[config.mk]
export PLATFORM = sky130hd
export DESIGN_NAME = histo_uart_rx
export DESIGN_NICKNAME = d
export VERILOG_FILES = /design/src/rtl/histo_uart_rx_pkg.sv /design/src/rtl/histo_uart_rx_byte.sv /design/src/rtl/histo_uart_rx.sv
export SDC_FILE = /design/constraint.sdc
export NUM_CORES = 1
export LEC_CHECK = 0
export ABC_AREA = 1
export CORE_MARGIN = 5
export CORE_UTILIZATION = 63
export CTS_CLUSTER_SIZE = 12
export DETAILED_ROUTE_END_ITERATION = 10
export PLACE_DENSITY = 0.86
export REMOVE_ABC_BUFFERS = 1
export SLEW_MARGIN = 20
export SYNTH_ARGS = -nofsm -noshare
export SYNTH_HDL_FRONTEND = slang
export SYNTH_HIERARCHICAL = 1
export SYNTH_SLANG_ARGS = --single-unit
export TNS_END_PERCENT = 30
[constraint.sdc]
create_clock -name clk -period 8.8 [get_ports clk]
set_clock_uncertainty 0.15 [all_clocks]
set_input_delay 1.76 -clock clk [delete_from_list [all_inputs] [get_ports clk]]
set_output_delay 1.76 -clock clk [all_outputs]
set_load 0.05 [all_outputs]
[src/rtl/histo_uart_rx_pkg.sv]
// Shared types and widths for the histogram UART receiver.
package histo_uart_rx_pkg;

  typedef enum logic [1:0] {
    IDLE,
    START,
    DATA,
    STOP
  } rx_state_e;

  localparam int BYTES_PER_BIN = 3;
  localparam int WORD_W        = 24;
  localparam int SUM_W         = 34;
  localparam int IDX_W         = 10;

endpackage

[src/rtl/histo_uart_rx_byte.sv]
// 8N1 byte receiver: input synchronizer, start/data/stop sampling and stop-bit check.
module uart_rx_byte
  import histo_uart_rx_pkg::*;
#(
  parameter int CLKS_PER_BIT = 16
) (
  input  logic       clk,
  input  logic       reset,
  input  logic       uart,
  output logic [7:0] rx_data,
  output logic       rx_valid,
  output logic       framing_err,
  output logic       rx_busy
);

  localparam int CNT_W = $clog2(CLKS_PER_BIT);
  localparam logic [CNT_W-1:0] HALF_LAST = CNT_W'(CLKS_PER_BIT / 2 - 1);
  localparam logic [CNT_W-1:0] BIT_LAST  = CNT_W'(CLKS_PER_BIT - 1);

  logic [1:0]       sync_q;
  logic             prev_q;
  logic             rx_line;
  logic             fall;
  rx_state_e        state_q, state_d;
  logic [CNT_W-1:0] cnt_q, cnt_d;
  logic [2:0]       bit_q, bit_d;
  logic [7:0]       shift_q, shift_d;
  logic [7:0]       data_q, data_d;
  logic             valid_q, valid_d;
  logic             ferr_q, ferr_d;

  always_ff @(posedge clk or negedge reset) begin
    if (!reset) begin
      sync_q <= 2'b11;
      prev_q <= 1'b1;
    end else begin
      sync_q <= {sync_q[0], uart};
      prev_q <= sync_q[1];
    end
  end

  assign rx_line = sync_q[1];
  assign fall    = prev_q & ~rx_line;

  // Every sample point is counted from the start-bit centre found in START.
  always_comb begin
    state_d = state_q;
    cnt_d   = cnt_q;
    bit_d   = bit_q;
    shift_d = shift_q;
    data_d  = data_q;
    valid_d = 1'b0;
    ferr_d  = 1'b0;
    case (state_q)
      IDLE: begin
        if (fall) begin
          state_d = START;
          cnt_d   = '0;
        end
      end
      START: begin
        if (cnt_q == HALF_LAST) begin
          cnt_d   = '0;
          bit_d   = '0;
          state_d = rx_line ? IDLE : DATA;
        end else begin
          cnt_d = cnt_q + 1'b1;
        end
      end
      DATA: begin
        if (cnt_q == BIT_LAST) begin
          cnt_d   = '0;
          shift_d = {rx_line, shift_q[7:1]};
          bit_d   = bit_q + 1'b1;
          if (bit_q == 3'd7) state_d = STOP;
        end else begin
          cnt_d = cnt_q + 1'b1;
        end
      end
      STOP: begin
        if (cnt_q == BIT_LAST) begin
          state_d = IDLE;
          if (rx_line) begin
            valid_d = 1'b1;
            data_d  = shift_q;
          end else begin
            ferr_d = 1'b1;
          end
        end else begin
          cnt_d = cnt_q + 1'b1;
        end
      end
      default: state_d = IDLE;
    endcase
  end

  always_ff @(posedge clk or negedge reset) begin
    if (!reset) begin
      state_q <= IDLE;
      cnt_q   <= '0;
      bit_q   <= '0;
      shift_q <= '0;
      data_q  <= '0;
      valid_q <= 1'b0;
      ferr_q  <= 1'b0;
    end else begin
      state_q <= state_d;
      cnt_q   <= cnt_d;
      bit_q   <= bit_d;
      shift_q <= shift_d;
      data_q  <= data_d;
      valid_q <= valid_d;
      ferr_q  <= ferr_d;
    end
  end

  assign rx_data     = data_q;
  assign rx_valid    = valid_q;
  assign framing_err = ferr_q;
  assign rx_busy     = (state_q != IDLE);

endmodule

[src/rtl/histo_uart_rx.sv]
// Histogram stream receiver: 3-byte bins, bin numbering, frame sum and idle timeout.
module histo_uart_rx
  import histo_uart_rx_pkg::*;
#(
  parameter int CLKS_PER_BIT = 16,
  parameter int NUM_BINS     = 1024,
  parameter int TIMEOUT_CLKS = 4096
) (
  input  logic              clk,
  input  logic              reset,
  input  logic              uart,
  output logic [WORD_W-1:0] bin_data,
  output logic [IDX_W-1:0]  bin_index,
  output logic              bin_valid,
  output logic              frame_done,
  output logic [SUM_W-1:0]  frame_sum,
  output logic              framing_err,
  output logic              timeout_err,
  output logic              busy
);

  localparam int IDLE_W = $clog2(TIMEOUT_CLKS);
  localparam logic [IDLE_W-1:0] IDLE_LAST = IDLE_W'(TIMEOUT_CLKS - 1);
  localparam logic [IDX_W-1:0]  LAST_BIN  = IDX_W'(NUM_BINS - 1);
  localparam logic [1:0]        LAST_BYTE = 2'(BYTES_PER_BIN - 1);

  logic [7:0]        rx_data;
  logic              rx_valid;
  logic              rx_ferr;
  logic              rx_busy;

  logic [1:0]        byte_cnt_q, byte_cnt_d, cnt_base;
  logic [15:0]       word_q, word_d;
  logic [IDX_W-1:0]  bin_cnt_q, bin_cnt_d, idx_base;
  logic [SUM_W-1:0]  sum_q, sum_d, sum_base, new_sum;
  logic [IDLE_W-1:0] idle_q, idle_d;
  logic [WORD_W-1:0] bin_data_q, bin_data_d;
  logic [IDX_W-1:0]  bin_index_q, bin_index_d;
  logic              bin_valid_q, bin_valid_d;
  logic              frame_done_q, frame_done_d;
  logic [SUM_W-1:0]  frame_sum_q, frame_sum_d;
  logic              timeout_err_q, timeout_err_d;

  uart_rx_byte #(
    .CLKS_PER_BIT(CLKS_PER_BIT)
  ) u_rx (
    .clk        (clk),
    .reset      (reset),
    .uart       (uart),
    .rx_data    (rx_data),
    .rx_valid   (rx_valid),
    .framing_err(rx_ferr),
    .rx_busy    (rx_busy)
  );

  // A timeout clears state first so a byte landing in the same cycle starts a fresh word.
  always_comb begin
    byte_cnt_d    = byte_cnt_q;
    word_d        = word_q;
    bin_cnt_d     = bin_cnt_q;
    sum_d         = sum_q;
    bin_data_d    = bin_data_q;
    bin_index_d   = bin_index_q;
    bin_valid_d   = 1'b0;
    frame_done_d  = 1'b0;
    frame_sum_d   = frame_sum_q;
    timeout_err_d = 1'b0;
    cnt_base      = byte_cnt_q;
    idx_base      = bin_cnt_q;
    sum_base      = sum_q;
    new_sum       = '0;
    idle_d        = idle_q + 1'b1;

    if (idle_q == IDLE_LAST) begin
      idle_d = '0;
      if (byte_cnt_q != '0 || bin_cnt_q != '0) begin
        timeout_err_d = 1'b1;
        cnt_base      = '0;
        idx_base      = '0;
        sum_base      = '0;
        bin_index_d   = '0;
      end
    end

    byte_cnt_d = cnt_base;
    bin_cnt_d  = idx_base;
    sum_d      = sum_base;

    if (rx_ferr) byte_cnt_d = '0;

    if (rx_valid) begin
      idle_d = '0;
      word_d = {word_q[7:0], rx_data};
      if (cnt_base == LAST_BYTE) begin
        byte_cnt_d  = '0;
        bin_valid_d = 1'b1;
        bin_data_d  = {word_q, rx_data};
        bin_index_d = idx_base;
        new_sum     = sum_base + SUM_W'({word_q, rx_data});
        if (idx_base == LAST_BIN) begin
          frame_done_d = 1'b1;
          frame_sum_d  = new_sum;
          sum_d        = '0;
          bin_cnt_d    = '0;
        end else begin
          sum_d     = new_sum;
          bin_cnt_d = idx_base + 1'b1;
        end
      end else begin
        byte_cnt_d = cnt_base + 1'b1;
      end
    end
  end

  always_ff @(posedge clk or negedge reset) begin
    if (!reset) begin
      byte_cnt_q    <= '0;
      word_q        <= '0;
      bin_cnt_q     <= '0;
      sum_q         <= '0;
      idle_q        <= '0;
      bin_data_q    <= '0;
      bin_index_q   <= '0;
      bin_valid_q   <= 1'b0;
      frame_done_q  <= 1'b0;
      frame_sum_q   <= '0;
      timeout_err_q <= 1'b0;
    end else begin
      byte_cnt_q    <= byte_cnt_d;
      word_q        <= word_d;
      bin_cnt_q     <= bin_cnt_d;
      sum_q         <= sum_d;
      idle_q        <= idle_d;
      bin_data_q    <= bin_data_d;
      bin_index_q   <= bin_index_d;
      bin_valid_q   <= bin_valid_d;
      frame_done_q  <= frame_done_d;
      frame_sum_q   <= frame_sum_d;
      timeout_err_q <= timeout_err_d;
    end
  end

  assign bin_data    = bin_data_q;
  assign bin_index   = bin_index_q;
  assign bin_valid   = bin_valid_q;
  assign frame_done  = frame_done_q;
  assign frame_sum   = frame_sum_q;
  assign framing_err = rx_ferr;
  assign timeout_err = timeout_err_q;
  assign busy        = rx_busy | (byte_cnt_q != '0) | (bin_cnt_q != '0);

endmodule

Yosys cells after proc, flatten, opt, wreduce, memory -nomap -nowiden

Cells that the tools add are included.

Flip-flop bits (word level): 175
Latch bits: 0
Bits in writable memories: 0
ROM bits: 0
Input port bits: 3
Word-level logic and storage cells: 107
Memories: 0

Add/sub/neg operators: 6
$mul: 0
Divide/modulo/power cells: 0
Magnitude comparators: 0
Equal/unequal tests: 15
Shift operators: 0
Muxes and demuxes: 49
Bitwise logic cells: 4
Reduce and logical (&&, ||, !) cells: 13

Operator list:

| operator                | count |
|---|---|
| $mux W34                | 5 |
| $mux W10                | 9 |
| $add A34 B24 Y34        | 1 |
| $mux W12                | 2 |
| $mux W2                 | 11 |
| $mux W4                 | 4 |
| $pmux W4 S4             | 1 |
| $mux W1                 | 13 |
| $add A12 B1 Y12 const B | 1 |
| $eq A12 B12 Y1 const B  | 1 |
| $add A10 B1 Y10 const B | 1 |
| $eq A10 B10 Y1 const B  | 1 |
| $ne A2 B1 Y1 const B    | 5 |
| $reduce_bool A10 Y1     | 1 |
| $reduce_and A3 Y1       | 3 |
| $pmux W2 S4             | 1 |
| $eq A2 B2 Y1 const B    | 3 |
| $mux W3                 | 2 |
| $pmux W3 S2             | 1 |
| $reduce_and A2 Y1       | 3 |
| $reduce_bool A2 Y1      | 3 |
| $reduce_and A5 Y1       | 1 |
| $add A4 B1 Y4 const B   | 1 |
| $eq A4 B3 Y1 const B    | 1 |
| 11 further kinds        | 12 |

Logic depth before layout (Yosys ltp)

Gate-level depths: netlist of the first run.

Word-level depth: 8
Gate-level depth with buffers: 26
Mapped depth without buffers: 23

Modules after synthesis

The synthesis of the first run kept the hierarchy.

By module, submodules not included:

| module        | instances | cells each | area an instance (um^2) | sequential area each (um^2) |
|---|---|---|---|---|
| histo_uart_rx | 1         | 1041       | 7832.5                  | 3628.5 |
| uart_rx_byte  | 1         | 134        | 1323.8                  | 754.5 |

Worst setup path before layout of the first run

OpenSTA, ideal clock, no wires.

Path type: reg2reg
From: register idle_q[0]
To: register sum_q[30]
Setup time: 0.118 ns
Arrival time: 3.061 ns
Setup slack: 5.471 ns
Stages on the path, launching flop included: 26
Path through: dfrtp_1 -> ha_1 -> nand2_1 -> nor2_2 -> nand2_1 -> nor2_2 -> nand2_1 -> buf_4 -> buf_2 -> buf_2 -> nand2_1 -> inv_1 -> ha_1 -> fa_1 -> nand2_1 -> nand2_1 -> nand3b_1 -> nand2_1 -> nand2_1 -> nand3_1 -> nand2_1 -> nand2_1 -> nand2_1 -> nand2_1 -> nand3_1 -> nand2_1

Longest elaborated chain between the ends: 6
Elaborated cells on any way between the ends: 10

Ends and longest elaborated chain:

| element                                            | line                                      | text |
|---|---|---|
| start, declared                                    | histo_uart_rx.sv:36                       | `logic [IDLE_W-1:0] idle_q, idle_d;` |
| start signal, assigned                             | histo_uart_rx.sv:133                      | `idle_q <= idle_d;` |
| $eq A12 B12 Y1 (*)                                 | histo_uart_rx.sv:74                       | `if (idle_q == IDLE_LAST) begin` |
| $mux W34 or $mux W10 (tied branches)               | histo_uart_rx.sv:74                       |  |
| $add A34 B24 Y34 or $eq A10 B10 Y1 (tied branches) | histo_uart_rx.sv:99, histo_uart_rx.sv:100 |  |
| $mux W34                                           | histo_uart_rx.sv:100                      | `if (idx_base == LAST_BIN) begin` |
| $mux W34                                           | histo_uart_rx.sv:94                       | `if (cnt_base == LAST_BYTE) begin` |
| $mux W34 (*)                                       | histo_uart_rx.sv:91                       | `if (rx_valid) begin` |
| named net sum_d[30]                                | histo_uart_rx.sv:35                       | `logic [SUM_W-1:0] sum_q, sum_d, sum_base, new_sum;` |
| end signal, assigned                               | histo_uart_rx.sv:132                      | `sum_q <= sum_d;` |
| end, declared                                      | histo_uart_rx.sv:35                       |  |

Mark *: on every way through the listed nets, which the timed path passes. The rest lies on a longest branch.
A chain may end at the register's enable or synchronous reset.

Final worst setup path of the first run

From: register bin_cnt_q[8]
To: output busy

Longest elaborated chain between the ends: 2

Ends and longest elaborated chain:

| element                | line                 | text |
|---|---|---|
| start, declared        | histo_uart_rx.sv:34  | `logic [IDX_W-1:0] bin_cnt_q, bin_cnt_d, idx_base;` |
| start signal, assigned | histo_uart_rx.sv:131 | `bin_cnt_q <= bin_cnt_d;` |
| $reduce_bool A10 Y1    | histo_uart_rx.sv:150 | `assign busy = rx_busy \| (byte_cnt_q != '0) \| (bin_cnt_q != '0);` |
| $or A1 B1 Y1           | histo_uart_rx.sv:150 |  |
| end, declared          | histo_uart_rx.sv:19  | `output logic busy` |

Every way passes these cells.

==> results.cfg, run 1 <==
[detailed_routing]
vias = 7777
drt_iter0_drc = 538
avgViaCountPerCell = 5.42
post-route-drc-count = 0
wire_per_inst_um = 15.4
drt-total-wl_um = 22100
dr.pass1.iters = 6
ant_nets = 0

[clock_tree]
cts_max_level = 4
cts_buffers = 17
clockRootBuffer = clkbuf_16
cts_sinks = 175
hold_buffers = 0
cts_resized = 0
cts_tree = done
clk_pin_slew_ps = 70
clk_latency_ps = 440
post-cts-setup-buffers = 0
max-clock-path-buffers = 2

[placed_design]
dpl_cell_area_mm2 = 0.00997
port_buffers = 75
gp_congestion = 1.02
dpl.cell_count = 1404
dp_hpwl_um = 15200
dp_slack_ps = 4910

[floorplanning]
start_util_pct = 63.7
die-width_um = 131
coreArea_mm2 = 0.0144
fp.dieH_um = 131
dieArea_mm2 = 0.0170
rows = 44
io_pins = 76

[layout]
layout-drive-gt1-share_pct = 7.11
stdcell_count = 1436
num_antenna_cells = 0
fin_nets = 1273
layout_commonest_cell = nand2_1
layout_common_cells = nand2_1 (418), dfrtp_1 (172), inv_1 (122)
utilization_pct = 73.5
fin_area_mm2 = 0.0106
area_growth_syn_to_layout_pct = 15.3

[power]
power.leakage_nw = 5.58
p_comb_share_pct = 7.8
vdd_ir_drop_max_uv = 149
p_per_area_mw_per_mm2 = 166
swShare_pct = 26.5
clkPwrFrac_pct = 42.8
power.internal_mw = 1.29
pwr-share-seq_pct = 49.4
p_sw_mw = 0.464

[global_routing]
grt_usage_pct = 27.2
grt_pass1_vias = 7629
grt_max_degree = 104
grt_pass1_wl_um = 36500
antenna_found_initial = 0
grt_overflow = 0

[setup_path]
crit_cells = 5
timing.rr.start = idle_q[0]
r2r_end = sum_q[24]
path_class = flop to primary output
required_ps = 6890
crit_fanout = 3
r2r_setup_slack_ps = 4720
worst_setup_path_start_kind = flop
rr_worst_depth = 20
arrival_ps = 2330
path_cells = or2_1 -> nor2_1 -> nand2_1 -> or2_2 -> clkdlybuf4s50_1
crit_family = simple AND/OR/NAND/NOR gates
crit_path_max_incr_delay_ps = 720
slowest_stage = clkdlybuf4s50_1
crit_end = busy
cp_num_buf_inv = 1
end_kind = primary output
startpoint = bin_cnt_q[8]

[job]
cap_violations = 0

[sta]
fin_setup_tns_ps = 0
fmax_mhz = 236
finalCritPeriodShare_pct = 48.1
setup_slack_ps = 4560
hold_viol_final = 0
maxSlewViolCount = 0
setup_viol = 0
rsz0062_at_grt = no
maxSlewHeadroom_pct = 38.2
tightestPinTransition_ps = 926
fin_crit_ps = 4240

[logic_synthesis]
syn_area_mm2 = 0.00916
synth-seq-cells = 175
synth_cell_type_count = 40
avgSynthCellArea_um2 = 7.79
ys_seq_area_share_pct = 47.9
yosysWarnings = 6
synthCells = 1175

[min_path]
hold_path.class = flop to flop

[run_status]
status = finished clean
==> sequential cells by signal, summed over array words and instances (netlist names), named ones only <==
| name | cells |
|---|---|
| u_rx/prev_q | 1 |
| byte_cnt_q | 2 |
| u_rx/rx_valid | 1 |
| bin_valid | 1 |
| u_rx/cnt_q | 4 |
| idle_q | 12 |
| u_rx/rx_data | 8 |
| bin_index | 10 |
| timeout_err | 1 |
| sum_q | 34 |
| u_rx/shift_q | 8 |
| frame_sum | 34 |
| u_rx/framing_err | 1 |
| u_rx/state_q | 1 |
| u_rx/sync_q | 2 |
| bin_cnt_q | 10 |
| frame_done | 1 |
| word_q | 16 |
| u_rx/bit_q | 3 |
| bin_data | 24 |
==> how the worst min path moves through the flow <==
stage	startpoint	endpoint	slack (ps)	depth (start not counted)
6_report	u_rx/sync_q[0]	u_rx/sync_q[1]	210	0
5_1_grt	u_rx/sync_q[0]	u_rx/sync_q[1]	210	0
4_1_cts	u_rx/sync_q[0]	u_rx/sync_q[1]	210	0
3_5_place_dp	u_rx/sync_q[0]	u_rx/sync_q[1]	200	0
3_3_place_gp	u_rx/sync_q[0]	u_rx/sync_q[1]	200	0
2_1_floorplan	u_rx/sync_q[0]	u_rx/sync_q[1]	200	0
==> final cells by class <==
class,count,area [um^2]
Clock buffer,18,439
Clock inverter,14,144
Fill cell,1072,3810
Inverter,134,508
Multi-Input combinational cell,833,4080
Sequential cell,175,4380
Tap cell,184,230
Timing Repair Buffer,78,774
==> power by group through the flow <==
stage               sequential (mW)  combinational [mW]  clock, mW
floorplan                     0.872              0.0959          0
global placement              0.877               0.129          0
detailed placement            0.879               0.133          0
CTS                           0.864               0.138      0.758
global route                  0.869               0.156      0.794
finish                        0.865               0.137      0.750
==> per-stage QoR <==
step	power [mW]	hold WS, ps
CTS	1.76	208
global route	1.82	212
global placement	1.01	196
detailed placement	1.01	198
floorplan	0.968	195
finish	1.75	207
==> cells by family after synthesis <==
family / after synthesis / synth area share [%]
compound gates: 139 / 8.75
buf+inv: 167 / 7.62
flops: 175 / 47.9
fa+ha+maj: 31 / 4.32
simple gates: 632 / 28.5
xor+xnor: 31 / 2.97
==> routing by layer <==
layer / up-vias / GRT usage [%] / wire length (um)
met5: - / 0 / 0
met4: 0 / 10.5 / 538
met3: 52 / 4.88 / 920
met2: 212 / 45.5 / 10900
met1: 3670 / 35.5 / 9730
li1: 3843 / - / -
==> cell usage after synthesis, drive strengths merged <==
master  number  area, um^2
a21boi       1        7.51
a31oi        4        25.0
ha          30         375
nor3         7        40.0
dfrtp      172        4300
o22ai       11        68.8
inv        133         504
and3         1        6.26
dfstp        3        78.8
o21a         3        22.5
and2         3        21.3
nand2      427        1630
or2          5        31.3
nor2       100         403
clkinv       1        3.75
xor2        22         193
o21bai       5        37.5
nand3b       5        37.5
fa           1        20.0
clkbuf       9        33.8
xnor2        9        78.8
nand3       76         390
buf         24         156
nand4        8        50.1
o21ai       90         514
a21oi       25         125
Power figures use the tool's default switching activity.
==> run 2, diff against run 1 <==
Settings changed: CORE_UTILIZATION 63 to 59, PLACE_DENSITY 0.86 to 0.81.
Clock period 8.8 ns to 4.3 ns, I/O delays scaled along.
==> results.cfg, run 2 (synthesis gave the netlist of run 1 again) <==
[run_status]
status = finished clean

[floorplanning]
coreArea_mm2 = 0.0152
io_pins = 76
die-width_um = 135
rows = 45
fp.dieH_um = 135
dieArea_mm2 = 0.0181
start_util_pct = 60.2

[global_routing]
grt_usage_pct = 25.9
busiest_layer = met2
grt_pass1_wl_um = 37300
use_met3_pct = 4.43
met2_usage_pct = 45.1
globalRouteMet1Util_pct = 33.3
antenna_found_initial = 0
grt_overflow = 0
grt_max_degree = 88
grt_pass1_vias = 7551

[layout]
layout_commonest_cell = nand2_1
fin_nets = 1280
num_antenna_cells = 0
area_growth_syn_to_layout_pct = 16.5
layout-drive-gt1-share_pct = 7.47
layout_common_cells = nand2_1 (419), dfrtp_1 (172), inv_1 (122)

[clock_tree]
max-clock-path-buffers = 2
cts_resized = 0
cts_buffers = 17
cts_tree = done
clk_latency_ps = 430
clk_pin_slew_ps = 70
hold_buffers = 0
post-cts-setup-buffers = 0
cts_max_level = 4
cts_sinks = 175
clockRootBuffer = clkbuf_16

[detailed_routing]
ant_nets = 0
dr.pass1.iters = 5
drt-total-wl_um = 22600
wire_per_inst_um = 15.6
post-route-drc-count = 0
vias = 7800
avgViaCountPerCell = 5.39
drt_iter0_drc = 663

[power]
finalPower_mw = 3.65
power.internal_mw = 2.73
vdd_ir_drop_max_uv = 287
power.leakage_nw = 5.61
clkPwrFrac_pct = 44.0
pwr-share-seq_pct = 48.4
p_sw_mw = 0.925
swShare_pct = 25.3
p_comb_share_pct = 7.6
p_per_area_mw_per_mm2 = 343

[sta]
setup_viol = 0
finalCritPeriodShare_pct = 85.2
fmax_mhz = 273
setup_slack_ps = 638
maxSlewViolCount = 0
hold_viol_final = 0
maxSlewHeadroom_pct = 45.9
fin_setup_tns_ps = 0
rsz0062_at_grt = no
fin_crit_ps = 3660
tightestPinTransition_ps = 811

[placed_design]
dp_hpwl_um = 16200
port_buffers = 75
gp_congestion = 0.988
dp_slack_ps = 690

[setup_path]
path_cells = ha_1 -> nand2_1 -> nor2_2 -> nand2_1 -> nor2_2 -> nand2_1 -> buf_4 -> nand2_1 -> inv_1 -> ha_1 -> fa_1 -> nand2_1 -> nand2_1 -> nand3b_1 -> nand2_1 -> nand2_1 -> nand3_1 -> nand2_1 -> nand2_1 -> nand2_1 -> nand2_1 -> nand3_1 -> nand2_1
crit_path_max_incr_delay_ps = 460
crit_fanout = 18
crit_family = simple AND/OR/NAND/NOR gates
startpoint = idle_q[0]
cp_num_buf_inv = 2
worst_setup_path_start_kind = flop
required_ps = 4470
r2r_setup_slack_ps = 640
arrival_ps = 3840
end_kind = flop
cpMostUsedCell = nand2_1
timing.rr.start = idle_q[0]
slowest_stage = fa_1
path_class = flop to flop

[min_path]
hold_start = u_rx/sync_q[0]
hold_path.class = flop to flop

[job]
cap_violations = 0
[run 2: power by group through the flow]
stage               Clock [mW]  Combinational (mW)  Sequential, mW
finish                    1.61               0.279            1.77
global placement             0               0.267            1.79
detailed placement           0               0.281            1.80
global route              1.70               0.323            1.78
floorplan                    0               0.196            1.78
CTS                       1.63               0.282            1.77
[run 2: area by class of cell]
type	count	area (um^2)
flip-flops and latches	175	4380
well taps	188	235
inverters	134	508
multi-input cells	833	4080
clock inverters	14	183
clock buffers	18	429
repair buffers	85	852
fillers	1227	4540
[run 2: path summary, 6_finish.rpt]
kind,end,cells after the start
worst min-delay path,u_rx/sync_q[1],0
max in group asynchronous,frame_sum[18],2
worst max-delay path,frame_sum[30],23
min in group asynchronous,u_rx/cnt_q[0],1
worst min register to register,u_rx/sync_q[1],0
worst max register to register,frame_sum[30],23
[run 2: per-stage QoR]
stage / area, um^2 / instances / hold slack (ps) / util, %
after CTS: 10700 / 1447 / 210 / 70.2
after detailed placement: 10100 / 1415 / 199 / 66.1
after global placement: 10100 / 1415 / 197 / 66.1
final: 10700 / 1447 / 208 / 70.2
after global routing: 10700 / 1447 / 215 / 70.2
after floorplan: 8970 / 1142 / 195 / -
[run 2: per-layer routing]
metal | share of wire, % | wire [um]
met5 | 0 | 0
met2 | 50 | 11300
met1 | 43 | 9830
met3 | 4.8 | 1090
met4 | 1.9 | 436
==> run 3, diff against run 2 <==
Settings changed: SLEW_MARGIN 20 to 5.
==> results of run 3 <==
Final layout, timing and power as in run 2 (identical DEF).
